`src/rtl/counter_pkg.sv`:
```
// Shared types for the up/down modulo counter and its bus interface.
package counter_pkg;

    // Counting mode selected on the mode input.
    typedef enum logic [1:0] {
        UP     = 2'd0,
        DOWN   = 2'd1,
        BOUNCE = 2'd2,
        HOLD   = 2'd3
    } cnt_mode_t;

endpackage

```
`src/rtl/updown_mod_counter_if.sv`:
```
// Control/status bundle of updown_mod_counter: the master drives the controls,
// the counter (slave) returns count, direction and terminal-count pulse.
interface updown_mod_counter_if #(
    parameter int WIDTH = 4
);
    import counter_pkg::*;

    logic             en;
    cnt_mode_t        mode;
    logic [WIDTH-1:0] limit;
    logic             load;
    logic [WIDTH-1:0] load_val;
    logic [WIDTH-1:0] count;
    logic             dir;
    logic             tc;

    modport master (
        output en, mode, limit, load, load_val,
        input  count, dir, tc
    );

    modport slave (
        input  en, mode, limit, load, load_val,
        output count, dir, tc
    );

endinterface

```
`src/rtl/tick_prescaler.sv`:
```
// Enable prescaler: raises tick on every PRESCALE-th enabled cycle. The phase
// counter holds while en_i is low and is cleared by clr_i. With PRESCALE=1
// tick is constantly high and no state exists.
module tick_prescaler #(
    parameter int PRESCALE = 1
) (
    input  logic clk,
    input  logic rst,
    input  logic en_i,
    input  logic clr_i,
    output logic tick_o
);

    generate
        if (PRESCALE <= 1) begin : g_bypass
            // Clock, reset and controls are irrelevant without a divider.
            logic unused_inputs;
            assign unused_inputs = ^{clk, rst, en_i, clr_i};
            assign tick_o        = 1'b1;
        end else begin : g_div
            localparam int              CW   = $clog2(PRESCALE);
            localparam logic [CW-1:0]   LAST = CW'(PRESCALE - 1);
            localparam logic [CW-1:0]   ONE  = CW'(1);

            logic [CW-1:0] phase_q, phase_d;

            // Next phase: clear wins, otherwise advance (and wrap) on enabled cycles.
            always_comb begin
                // NOTE: default first so every path assigns phase_d; no latch is inferred.
                phase_d = phase_q;
                if (clr_i) begin
                    phase_d = '0;
                end else if (en_i) begin
                    phase_d = (phase_q == LAST) ? '0 : phase_q + ONE;
                end
            end

            // Phase register with asynchronous reset.
            always_ff @(posedge clk or posedge rst) begin
                // NOTE: non-blocking assignment for state so all flops update together.
                if (rst) begin
                    phase_q <= '0;
                end else begin
                    phase_q <= phase_d;
                end
            end

            assign tick_o = en_i && (phase_q == LAST);
        end
    endgenerate

endmodule

```
`src/rtl/updown_mod_counter.sv`:
```
// Modulo counter with run-time limit and UP / DOWN / BOUNCE / HOLD modes,
// synchronous clamped load, count enable with optional prescaler, and a
// registered one-cycle terminal-count pulse on every wrap or reversal.
module updown_mod_counter
    import counter_pkg::*;
#(
    parameter int WIDTH    = 4,
    parameter int PRESCALE = 1
) (
    input  logic                 clk,
    input  logic                 rst,
    updown_mod_counter_if.slave  bus
);

    localparam logic [WIDTH-1:0] ONE = WIDTH'(1);

    logic [WIDTH-1:0] count_q, count_d;
    logic             dir_q, dir_d;
    logic             tc_q, tc_d;
    logic             tick;
    logic             step;
    logic [WIDTH-1:0] load_clamped;

    tick_prescaler #(
        .PRESCALE (PRESCALE)
    ) u_prescaler (
        .clk    (clk),
        .rst    (rst),
        .en_i   (bus.en),
        .clr_i  (bus.load),
        .tick_o (tick)
    );

    assign step         = bus.en & tick;
    assign load_clamped = (bus.load_val > bus.limit) ? bus.limit : bus.load_val;

    // Next count/direction/pulse: load beats step, step beats hold.
    always_comb begin
        count_d = count_q;
        dir_d   = dir_q;
        tc_d    = 1'b0;

        if (bus.load) begin
            count_d = load_clamped;
        end else if (step && (bus.mode != HOLD)) begin
            if (bus.limit == '0) begin
                // Degenerate range: pinned at zero, every step is a wrap.
                count_d = '0;
                dir_d   = (bus.mode == DOWN);
                tc_d    = 1'b1;
            end else begin
                case (bus.mode)
                    UP: begin
                        dir_d = 1'b0;
                        if (count_q >= bus.limit) begin
                            count_d = '0;
                            tc_d    = 1'b1;
                        end else begin
                            count_d = count_q + ONE;
                        end
                    end
                    DOWN: begin
                        dir_d = 1'b1;
                        if (count_q > bus.limit) begin
                            count_d = bus.limit;
                        end else if (count_q == '0) begin
                            count_d = bus.limit;
                            tc_d    = 1'b1;
                        end else begin
                            count_d = count_q - ONE;
                        end
                    end
                    BOUNCE: begin
                        if (!dir_q) begin
                            // Rising leg: reverse at (or above) the top, skipping
                            // the top value so it appears once per period.
                            if (count_q >= bus.limit) begin
                                count_d = bus.limit - ONE;
                                dir_d   = 1'b1;
                                tc_d    = 1'b1;
                            end else begin
                                count_d = count_q + ONE;
                            end
                        end else begin
                            // Falling leg: a shrunk limit snaps back into range
                            // without a pulse; zero reverses upwards.
                            if (count_q > bus.limit) begin
                                count_d = bus.limit;
                            end else if (count_q == '0) begin
                                count_d = ONE;
                                dir_d   = 1'b0;
                                tc_d    = 1'b1;
                            end else begin
                                count_d = count_q - ONE;
                            end
                        end
                    end
                    default: begin
                        count_d = count_q;
                    end
                endcase
            end
        end
    end

    // Single register stage for all outputs, asynchronously reset.
    always_ff @(posedge clk or posedge rst) begin
        if (rst) begin
            count_q <= '0;
            dir_q   <= 1'b0;
            tc_q    <= 1'b0;
        end else begin
            count_q <= count_d;
            dir_q   <= dir_d;
            tc_q    <= tc_d;
        end
    end

    assign bus.count = count_q;
    assign bus.dir   = dir_q;
    assign bus.tc    = tc_q;

endmodule

```
`src/flat_wrapper.sv`:
```
// flat-port wrapper written by rule: the top's interface ports become plain ports
module updown_mod_counter_flat import counter_pkg::*;
#(
    parameter int WIDTH    = 4,
    parameter int PRESCALE = 1
)
  (clk, rst, bus_en, bus_mode, bus_limit, bus_load, bus_load_val, bus_count, bus_dir, bus_tc);
  updown_mod_counter_if #(.WIDTH(WIDTH)) bus_i ();
  input  logic clk;
  input  logic rst;
  input wire logic [$bits(bus_i.en)-1:0] bus_en;
  input wire logic [$bits(bus_i.mode)-1:0] bus_mode;
  input wire logic [$bits(bus_i.limit)-1:0] bus_limit;
  input wire logic [$bits(bus_i.load)-1:0] bus_load;
  input wire logic [$bits(bus_i.load_val)-1:0] bus_load_val;
  output wire logic [$bits(bus_i.count)-1:0] bus_count;
  output wire logic [$bits(bus_i.dir)-1:0] bus_dir;
  output wire logic [$bits(bus_i.tc)-1:0] bus_tc;
  assign bus_i.en = bus_en;
  assign bus_i.mode = bus_mode;
  assign bus_i.limit = bus_limit;
  assign bus_i.load = bus_load;
  assign bus_i.load_val = bus_load_val;
  assign bus_count = bus_i.count;
  assign bus_dir = bus_i.dir;
  assign bus_tc = bus_i.tc;
  updown_mod_counter #(.WIDTH(WIDTH), .PRESCALE(PRESCALE)) u_core (.clk(clk), .rst(rst), .bus(bus_i));
endmodule
```
`config.mk`:
```
export PLATFORM = sky130hd
export DESIGN_NAME = updown_mod_counter_flat
export DESIGN_NICKNAME = d
export VERILOG_FILES = /design/src/rtl/counter_pkg.sv /design/src/rtl/updown_mod_counter_if.sv /design/src/rtl/tick_prescaler.sv /design/src/rtl/updown_mod_counter.sv /design/src/flat_wrapper.sv
export SDC_FILE = /design/constraint.sdc
export NUM_CORES = 1
export LEC_CHECK = 0
export ABC_CLOCK_PERIOD_IN_PS = 5600
export CAP_MARGIN = 20
export CORE_UTILIZATION = 45
export DETAILED_ROUTE_END_ITERATION = 8
export HOLD_SLACK_MARGIN = 0.02
export PLACE_DENSITY = 0.76
export SYNTH_ARGS = -nofsm -noshare
export SYNTH_HDL_FRONTEND = slang
export SYNTH_HIERARCHICAL = 1
export SYNTH_SLANG_ARGS = --single-unit
```
`constraint.sdc`:
```
create_clock -name clk -period 5.6 [get_ports clk]
set_input_delay 1.12 -clock clk [delete_from_list [all_inputs] [get_ports clk]]
set_output_delay 1.12 -clock clk [all_outputs]
set_load 0.02 [all_outputs]
```
# [Yosys cells after proc, flatten, opt, wreduce, memory -nomap -nowiden]
# Index checks and enable logic that the tools add are counted.
[word_totals] regBits=6 out_inout_bits=6 input_bits=14 elab_cells=47
[classes] magnitude_cmp=3 reduce_logical=9 bitwise_logic=1 eq_ne=3 addsub=3 muxes=25
[ops] operator="4-bit 2-to-1 mux" n=11
[ops] operator="4-bit one-hot mux with 3 select lines" n=1
[ops] operator="1-bit 2-to-1 mux" n=11
[ops] operator="4-bit greater-than comparator" n=2
[ops] operator="4-bit logical NOT" n=2
[ops] operator="4-bit by 1-bit subtractor with 4-bit output, second input constant" n=2
[ops] operator="1-bit one-hot mux with 3 select lines" n=2
[ops] operator="5-bit nonzero test" n=1
[ops] operator="4-bit by 1-bit adder with 4-bit output, second input constant" n=1
[ops] operator="4-bit greater-or-equal comparator" n=1
[ops] operator="4-bit nonzero test" n=1
[ops] operator="3-bit AND reduction" n=1
[ops] operator="2-bit by 1-bit equality test with 1-bit output, second input constant" n=1
[ops] operator="2-bit equality test, second input constant" n=1
[ops] operator="2-bit logical NOT" n=1
[ops] operator="2-bit != test, second input constant" n=1
[ops] operator="2-bit AND reduction" n=1
[ops] operator="2-bit nonzero test" n=1
[ops] operator="1-bit logical AND" n=1
[ops] operator="1-bit NOT" n=1

# [Depth between registers and ports, before layout]
[logic_depth] depth_word=8 ltp_mapped=8 ltp_nobuf=8

# [Cells and area by module]
# Netlist, hierarchy kept.
[by_module_without_submodules] mod="updown_mod_counter" instances=1 cells_per_inst=141 area_per_inst_um2=1093.5 seq_area_each_um2=150.1
[by_module_without_submodules] mod="tick_prescaler" instances=1 cells_per_inst=2 area_per_inst_um2=11.3 seq_area_each_um2=0.0

# [Least setup slack after synthesis]
# OpenSTA, ideal clock, no wires.
[synth_path] kind="in2reg" startpoint="in bus_limit[1]" endpoint="reg u_core.count_q[3] (netlist: u_core/bus.count[3])" t_required_ns=5.474 arrival_time_ns=2.766 setup_time_ns=0.126 cell_stages=8 path_slack_ns=2.708 path_buffers=0 path_cell_list="inv_1 ha_1 nor2b_4 o211ai_2 a31oi_1 and3_1 o311a_1 a221o_1"
[synth_via] elab_chain_len=7 word_cells_on_any_way=17 cone_classes="add/sub: 1; order compare: 3; mux: 10; reduce/logical: 3"
[synth_rtl] element="start, declared" line="flat_wrapper.sv:13" rtl="input wire logic [$bits(bus_i.limit)-1:0] bus_limit;"
[synth_rtl] element="4-bit by 1-bit subtractor with 4-bit output (tied with other cells)" line="updown_mod_counter.sv:78" rtl="count_d = bus.limit - ONE;"
[synth_rtl] element="4-bit 2-to-1 mux, on equally long branches" line="updown_mod_counter.sv:77, updown_mod_counter.sv:87"
[synth_rtl] element="4-bit 2-to-1 mux" line="updown_mod_counter.sv:74" rtl="if (!dir_q) begin"
[synth_rtl] element="4-bit one-hot mux with 3 select lines" line="updown_mod_counter.sv:52" rtl="case (bus.mode)"
[synth_rtl] element="4-bit 2-to-1 mux" line="updown_mod_counter.sv:46" rtl="if (bus.limit == '0) begin"
[synth_rtl] element="4-bit 2-to-1 mux" line="updown_mod_counter.sv:45" rtl="end else if (step && (bus.mode != HOLD)) begin"
[synth_rtl] element="4-bit 2-to-1 mux" line="updown_mod_counter.sv:43" rtl="if (bus.load) begin"
[synth_rtl] element="end signal, assigned" line="updown_mod_counter.sv:113" rtl="count_q <= count_d;"
[synth_rtl] element="end, declared" line="updown_mod_counter.sv:17" rtl="logic [WIDTH-1:0] count_q, count_d;"
# Parallel ways exist; a longest one is shown, timed or not. The select of a mux whose other input is x is not followed.
# A chain may end at the register's enable or synchronous reset.

# [Worst setup path in the final report]
# Same ends and word-level chain as after synthesis.

==> results.sh <==
export IMPL_firstDrtPassIters=4
export IMPL_start_util=0.4900
export IMPL_wl_met3_microns=253
export IMPL_slowest_delay_ns=0.52
export IMPL_rr_startpoint="u_core/bus.count[1]"
export IMPL_fin_setup_tns_ns=0
export IMPL_start_kind="primary input"
export IMPL_viasPerCell=6.332
export IMPL_cp_data_arrival_time_ns=3.54
export IMPL_r2r_cells=7
export IMPL_fin_crit_sh=0.6125
export IMPL_synth_area_leaders="ha_1, dfrtp_1, inv_1, o21ai_0, nand2_1"
export IMPL_drive_gt1_frac=0.04938
export IMPL_status="finished, final reports clean"
export IMPL_postRouteAntennaNets=0
export IMPL_cts_sinks=6
export IMPL_setup_violations_final=0
export IMPL_ys_flop_type="dfrtp_1"
export IMPL_num_antenna_cells=0
export IMPL_cp_required_ns=5.71
export IMPL_critPathMaxFanout=6
export IMPL_grt_overflow=0
export IMPL_path_clk_slew_ns=0.04
export IMPL_final_hold_viol_count=0
export IMPL_area_growth_pct=20.39
export IMPL_cts_resized=0
export IMPL_cts_tree="built"
export IMPL_crit_slowest_cell="clkdlybuf4s50_1"
export IMPL_die_w_microns=51.55
export IMPL_clk_latency_ns=0.24
export IMPL_p_total_mw=0.2768
export IMPL_maxUsedRoutingLayer="met4"
export IMPL_ys_top_cells_by_count="ha_1, inv_1, nand2_1, nor2_1, o21ai_0"
export IMPL_power_density_mw_per_mm2=208.1
export IMPL_rr_endpoint="u_core/bus.count[3]"
export IMPL_postSynthCellCount=143
export IMPL_ys_types=42
export IMPL_clockBufferDepth=2
export IMPL_critPathTopFamily="compound AO/OA/AOI/OAI gates"
export IMPL_instances_no_fill=190
export IMPL_die_h_microns=51.55
export IMPL_grt_max_degree=11
export IMPL_fin_skew_ns=0.002438
export IMPL_drv_slew=0
export IMPL_grt_pass1_wl_microns=4802
export IMPL_syn_avg_cell_area_sq_um=7.726
export IMPL_power_leakage_nw=0.6013
export IMPL_numCtsBuffers=3
export IMPL_rsz0062_at_grt="no"
export IMPL_nets=194
export IMPL_hold_depth=2
export IMPL_ys_async_sr_fraction=1.000
export IMPL_synth_seq_cells=6
export IMPL_crit_path_cell_trace="clkdlybuf4s50_1, inv_1, ha_1, nor2b_4, o211ai_2, a31oi_1, and3_1, o311a_1, a221o_1"
export IMPL_syn_nets=173
export IMPL_cp_depth=9
export IMPL_drtIter0Drc=81
export IMPL_antenna_found_initial=0
export IMPL_die_area_sq_mm=0.002657
export IMPL_ir_worst_vdd_uv=107.5
export IMPL_hpwl_microns=2382
export IMPL_max_freq_mhz=291.5
export IMPL_portBuffers=19
export IMPL_drv_cap=0
export IMPL_core_area_sq_mm=0.002255
export IMPL_worstPathBufferInverterCount=2
export IMPL_holdCritPathClass="flop to flop"
export IMPL_reg2reg_slack_ns=3.20
export IMPL_drt_met1_wl_microns=1233
export IMPL_n_fill_cell=226
export IMPL_root_buffer="clkbuf_4"
export IMPL_endpoint_kind="flop"
export IMPL_grt_pass1_vias=1106
export IMPL_hp_start="u_core/bus.dir"
export IMPL_gp_congestion=1.034
export IMPL_min_period_ns=3.430
export IMPL_dp_cells=187
export IMPL_h_tree_depth=1
export IMPL_syn_area_sq_mm=0.001105
export IMPL_synth_top_area_frac=0.1812
export IMPL_synth_edf_count=0
export IMPL_drt_wl_total_microns=2947
export IMPL_io_pins=20
export IMPL_hold_buffers=0
export IMPL_cts_setup_buffers=0
export IMPL_synth_most_common_cell="ha_1"
export IMPL_ys_warn_count=6
export IMPL_crit_type="primary input to flop"
export IMPL_wl_per_cell_microns=15.51
export IMPL_drc_errors=0
export IMPL_num_vias=1203
export IMPL_row_count=17
export IMPL_grt_usage=0.2440
export IMPL_wl_met2_microns=1376
export IMPL_yosys_area_top_type="ha_1"
export IMPL_hold_path_end="u_core/bus.dir"
export IMPL_yosysSeqAreaShare=0.1359
per-stage QoR:
step | hold WS, ns | worst slack [ns] | cell area [sq um] | utilization
final | 0.6380 | 2.170 | 1330 | 0.5899
after global routing | 0.6908 | 2.117 | 1330 | 0.5899
after CTS | 0.6520 | 2.192 | 1330 | 0.5899
after detailed placement | 0.6442 | 1.927 | 1308 | 0.5799
after global placement | 0.6149 | 1.956 | 1308 | 0.5799
after floorplan | 0.6574 | 2.708 | 1105 | -
layer usage:
layer / GRT usage / up-vias
met3: 0.02632 / 10
met2: 0.4069 / 66
met4: 0.1351 / 0
met1: 0.3041 / 551
li1: - / 576
met5: 0 / -
placed cells by master (no fill, tap or decap), drive strengths merged, types with 3 or more instances in the layout:
master	n
a21oi	7
nor2	9
nand2	12
o21ai	10
clkdlybuf4s50	19
ha	16
nand3	4
clkbuf	3
a211oi	3
nor2b	3
dfrtp	6
nor3	6
and3	3
mux2i	4
o221ai	4
a31oi	5
nand2b	6
inv	13
final cells by class:
class	count	area, sq um	share of cell area
well taps	28	35.03	0.02634
multi-input cells	121	883.3	0.6642
repair buffers	19	190.2	0.1430
inverters	13	48.80	0.03669
clock buffers	3	22.52	0.01693
flip-flops and latches	6	150.1	0.1129
where the power goes:
| group | switching (mW) | leakage, nW | internal (mW) |
|---|---|---|---|
| Combinational | 0.0957 | 0.511 | 0.0768 |
| Sequential | 0.0171 | 0.0762 | 0.0495 |
| Clock | 0.0135 | 0.0138 | 0.0241 |
logic make-up after synthesis:
logic type | synth area share
buf+inv | 0.06455
fa+ha+maj | 0.1812
mux | 0.05663
other cells | 0.003394
simple gates | 0.2582
compound gates | 0.2684
xor+xnor | 0.03172
flops | 0.1359
flip-flops by register name, summed over array words and instances, names as in the netlist:
register / cells
u_core/bus.count: 4
u_core/bus.dir: 1
u_core/bus.tc: 1
tightest hold or removal path: cells and delay by family, from the launching register on:
kind	cells	cell delay, ns
AND/OR/NAND/NOR	1	0.08
AO/OA/AOI/OAI	1	0.06
flip-flops	1	0.46
worst max path at each step:
| stage | from | endpoint | slack, ns |
|---|---|---|---|
| 2_1_floorplan | bus_limit[1] | u_core/bus.count[3] | 2.71 |
| 3_3_place_gp | bus_limit[1] | u_core/bus.count[3] | 1.96 |
| 3_5_place_dp | bus_limit[1] | u_core/bus.count[3] | 1.93 |
| 4_1_cts | bus_limit[1] | u_core/bus.count[3] | 2.19 |
| 5_1_grt | bus_limit[1] | u_core/bus.count[3] | 2.12 |
| 6_report | bus_limit[1] | u_core/bus.count[3] | 2.17 |
Power figures use the tool's default switching activity.
==> edit 1: new RTL, same settings <==
`WIDTH` is set to 4 in 3 places; all go to 3.
--- a/src/rtl/updown_mod_counter_if.sv
+++ b/src/rtl/updown_mod_counter_if.sv
@@ -1,7 +1,7 @@
 // Control/status bundle of updown_mod_counter: the master drives the controls,
 // the counter (slave) returns count, direction and terminal-count pulse.
 interface updown_mod_counter_if #(
-    parameter int WIDTH = 4
+    parameter int WIDTH = 3
 );
     import counter_pkg::*;
 
--- a/src/rtl/updown_mod_counter.sv
+++ b/src/rtl/updown_mod_counter.sv
@@ -4,7 +4,7 @@
 module updown_mod_counter
     import counter_pkg::*;
 #(
-    parameter int WIDTH    = 4,
+    parameter int WIDTH    = 3,
     parameter int PRESCALE = 1
 ) (
     input  logic                 clk,
--- a/src/flat_wrapper.sv
+++ b/src/flat_wrapper.sv
@@ -1,7 +1,7 @@
 // flat-port wrapper written by rule: the top's interface ports become plain ports
 module updown_mod_counter_flat import counter_pkg::*;
 #(
-    parameter int WIDTH    = 4,
+    parameter int WIDTH    = 3,
     parameter int PRESCALE = 1
 )
   (clk, rst, bus_en, bus_mode, bus_limit, bus_load, bus_load_val, bus_count, bus_dir, bus_tc);
Ports: changed (resized bus_count, bus_limit and bus_load_val); port bits go from 20 to 17. No check against the original RTL was run, so the function may have changed too.
==> edit 1 against the original RTL <==
  * Cell area is 18% lower
  * Area after synthesis shrank 19%
  * Routed wire length is 24% lower
  * Critical path depth is the same
  * Total power down 12%
  * Setup slack worse by 4.6 ps
  * Sequential power fell by 20%
  * Die area decreased by 18%
  * Sequential cell count decreased by 1
  * Critical endpoint is now u_core/bus.count[0]
==> edit 1: results (changes against the original RTL) <==
* Status: complete, no violations (unchanged)
* Post-placement cell area at 0.001060 sq mm (was 0.001308 sq mm)
* Seq. pwr at 0.0535 mW (was 0.0666 mW)
* Seq/Total Area, Yosys at 14.01% (was 13.59%)
* Dpl ws at 1967 ps (was 1927 ps)
* DRT iter0 DRCs at 19 (was 81)
* R2R Setup Slk at 3180 ps (was 3200 ps)
* Setup Skew at 4.415 ps (was 2.438 ps)
* Arr. time, crit path at 3550 ps (was 3540 ps)
* Top post-synthesis cells by count: ha_1 (15), inv_1 (13), a21oi_1 (7) (was ha_1 (16), inv_1 (13), nand2_1 (12))
* Post-Syn Instances at 111 (was 143)
* CTS Buf Count at 3 (unchanged)
* Net Switching at 0.1085 mW (was 0.1264 mW)
* Share of layout cells above drive strength 1 at 7.143% (was 4.938%)
* Inst Count DP at 147 (was 187)
* Gp weighted congestion at 0.8271 (was 1.034)
* First-pass GRT wire length at 3.408 mm (was 4.802 mm)
* Post-DR wirelength/cell at 14.77 microns (was 15.51 microns)
* Tightest Hold Check Type: reg2reg (unchanged)
* Synth area leaders: ha_1 (21%), dfrtp_1 (14%), mux2i_1 (6.7%), inv_1 (5.5%), a21oi_1 (3.9%) (was ha_1 (18%), dfrtp_1 (14%), inv_1 (4.4%), o21ai_0 (4.1%), nand2_1 (4.1%))
* Final Util at 60.28% (was 58.99%)
* Worst Hold Path Cells at 2 (unchanged)
* Largest net degree at the start of global routing at 10 (was 11)
* Comb pwr at 0.150 mW (was 0.173 mW)
* Tot GR Track Use at 22.20% (was 24.40%)
* Routing usage on met2 at 38.61% (was 40.69%)
* Via count at 871 (was 1,203)
* FF-to-FF Start: u_core/bus.count[0] (was u_core/bus.count[1])
* DP HPWL at 1.704 mm (was 2.382 mm)
* Worst Setup SP: bus_limit[2] (was bus_limit[1])
* Ys async rst share at 100.0% (unchanged)
* Max incr delay on CP at 610 ps (was 520 ps)
* Hold Worst Slack at 670.7 ps (was 638.0 ps)
* PnR worst setup slack at 2165 ps (was 2170 ps)
* Syn Nets at 138 (was 173)
* FF-to-FF path depth at 8 (was 7)
* Post-CTS setup buffers at 0 (unchanged)
* P_leak at 0.5049 nW (was 0.6013 nW)
* Largest register FFs at 3 (was 4)
* Vias in the first global route at 798 (was 1,106)
* # fillers at 185 (was 226)
* Post-synth cell types at 42 (unchanged)
* CP Capture Point: u_core/bus.count[0] (was u_core/bus.count[3])
* Max VDD drop at 0.0002148 V (was 0.0001075 V)
* Met1 GRT Util at 27.10% (was 30.41%)
* Grt met3 use at 5.490% (was 2.632%)
* Vias/cell at 5.768 (was 6.332)
* Reg2Reg Capture Point: u_core/bus.tc (was u_core/bus.count[3])
edit 1: cell count changes in the layout (fill, tap and decap cells not counted), sizes merged, moves of 3 or more:
cell           delta
a211oi            -3
and3              -3
clkdlybuf4s50     -3
nand2             -7
nand2b            -6
nor2              -4
nor3              -3
o221ai            -3
o311ai            +3
edit 1: area by class of cell:
type / count / area share (%)
multi-input combinational: 88 / 63.94
tap: 25 / 2.880
inverter: 13 / 4.493
timing repair buffer: 16 / 14.75
clock buffer: 4 / 2.419
sequential: 5 / 11.52
edit 1: metal layers:
layer	routed length, microns	vias to the layer above
met5	0	-
met4	31	0
met3	116	4
met2	1106	34
met1	976	393
li1	-	440
edit 1: logic make-up after synthesis:
group / synth area share (%)
other: 0.4198
xor gates and xnor gates: 1.961
DFF: 14.01
adders and majority gates: 21.01
muxes: 9.244
AOI/OAI and AO/OA: 29.97
buffers and inverters: 8.262
and+or+nand+nor: 15.13
==> edit 2: new RTL, same flow settings <==
Made on the original files. Remove the case item `DOWN` of the case on `bus.mode`.
--- a/src/rtl/updown_mod_counter.sv
+++ b/src/rtl/updown_mod_counter.sv
@@ -59,17 +59,6 @@
                             count_d = count_q + ONE;
                         end
                     end
-                    DOWN: begin
-                        dir_d = 1'b1;
-                        if (count_q > bus.limit) begin
-                            count_d = bus.limit;
-                        end else if (count_q == '0) begin
-                            count_d = bus.limit;
-                            tc_d    = 1'b1;
-                        end else begin
-                            count_d = count_q - ONE;
-                        end
-                    end
                     BOUNCE: begin
                         if (!dir_q) begin
                             // Rising leg: reverse at (or above) the top, skipping
Formal check against the unedited RTL: not equivalent (Yosys sat finds a counterexample within 4 cycles, from zero or initial values and one cycle with rst high).
==> edit 2 against the original RTL <==
  * The run now ends with design-rule violations left
  * Sequential cell count did not move
  * Total power decreased by 14%
  * Area after synthesis decreased by 16%
  * Register-to-register slack improved by 100 ps
  * Critical path depth is 1 lower
  * Worst hold slack improved by 62 ps
  * Non-clock buffer count is the same
  * Global-route usage down 1.1 points
  * Setup slack improved by 90 ps
  * Cell area is 14% lower
  * Routed wire length shrank 21%
  * Highest routed layer unchanged
==> edit 2: results (changes against the original RTL) <==
* DP HPWL at 1.868 mm (was 2.382 mm)
* First-pass GRT wire length at 3.712 mm (was 4.802 mm)
* Syn Nets at 141 (was 173)
* Share of layout cells above drive strength 1 at 11.28% (was 4.938%)
* Synth area leaders: dfrtp_1 (16%), ha_1 (16%), mux2_2 (6.0%), nor3_1 (4.8%), a21oi_1 (3.8%) (was ha_1 (18%), dfrtp_1 (14%), inv_1 (4.4%), o21ai_0 (4.1%), nand2_1 (4.1%))
* Min-Delay Startpoint: u_core/bus.count[2] (was u_core/bus.dir)
* Vias in the first global route at 821 (was 1,106)
* Top post-synthesis cells by count: ha_1 (12), nor2_1 (9), nor3_1 (9) (was ha_1 (16), inv_1 (13), nand2_1 (12))
* Arr. time, crit path at 3430 ps (was 3540 ps)
* Tot GR Track Use at 23.31% (was 24.40%)
* Post-synth cell types at 43 (was 42)
* Tightest Hold Check Type: reg2reg (unchanged)
* CP max FO at 9 (was 6)
* Max VDD drop at 0.0001313 V (was 0.0001075 V)
* Drt pass-1 iters at 6 (was 4)
* Initial antenna violation count at 0 (unchanged)
* Worst Setup SP: bus_limit[3] (was bus_limit[1])
* Seq/Total Area, Yosys at 16.11% (was 13.59%)
* Status: finished with violations (was complete, no violations)
* Largest net degree at the start of global routing at 10 (was 11)
* Nets at 161 (was 194)
* Post-placement cell area at 0.001119 sq mm (was 0.001308 sq mm)
* H-tree level count at 1 (unchanged)
* FF-to-FF path depth at 6 (was 7)
* FF-to-FF Start: u_core/bus.count[3] (was u_core/bus.count[1])
* DR DRC count at 1 (was 0)
* P_leak at 0.4857 nW (was 0.6013 nW)
* Vias/cell at 5.806 (was 6.332)
* Violated checks: design-rule violations
* Gp weighted congestion at 0.9063 (was 1.034)
* DRT iter0 DRCs at 42 (was 81)
==> edit 2: cells by family after synthesis <==
logic type,synth area share (%)
xor+xnor,4.698
compound gates,19.33
flops,16.11
fa+ha+maj,16.11
buf+inv,8.053
simple gates,24.83
other cells,0.4023
mux,10.47
==> edit 2: worst paths after layout <==
| kind | slack, ps | endpoint |
|---|---|---|
| max | 2260 | u_core/bus.count[0] |
| min | 700 | u_core/bus.count[2] |
| max reg2reg | 3300 | u_core/bus.count[0] |
| min reg2reg | 700 | u_core/bus.count[2] |
| max in group asynchronous | 4290 | u_core/bus.count[0] |
| min in group asynchronous | 1100 | u_core/bus.count[1] |
==> edit 2: final cells by class <==
cell class                 count  area, sq um
sequential                     6        150.1
inverter                      10        37.54
clock buffer                   3        22.52
tap                           27        33.78
fill                         187        820.8
timing repair buffer          19        190.2
multi-input combinational     95        706.9
==> edit 2: per-stage QoR <==
step	cells	utilization, %	setup slack (ps)	hold slack, ps
after global placement	157	57.02	2120	694.9
after global routing	160	58.16	2191	754.7
after detailed placement	157	57.02	2062	694.4
final	160	58.16	2259	699.6
after floorplan	115	-	2907	722.4
after CTS	160	58.16	2304	703.3
==> edit 2: critical path, cell delays in order <==
cell	delay, ps
clkdlybuf4s50_1	530
inv_2	90
ha_1	350
a21oi_1	330
and3_1	440
mux2_1	370
a21oi_1	120
o21ai_1	80
==> edit 2: per-layer routing <==
layer  vias up  wire, microns  GRT usage, %
met2        41           1087         37.26
met4         0             14         1.143
li1        459              -             -
met5         -              0             0
met1       425           1048         33.94
met3         4            170         4.528
==> edit 2: power by group <==
group          switching, mW  internal, mW  total (mW)
clock network         0.0155        0.0242      0.0397
logic                 0.0729        0.0666       0.139
registers             0.0108        0.0488      0.0596
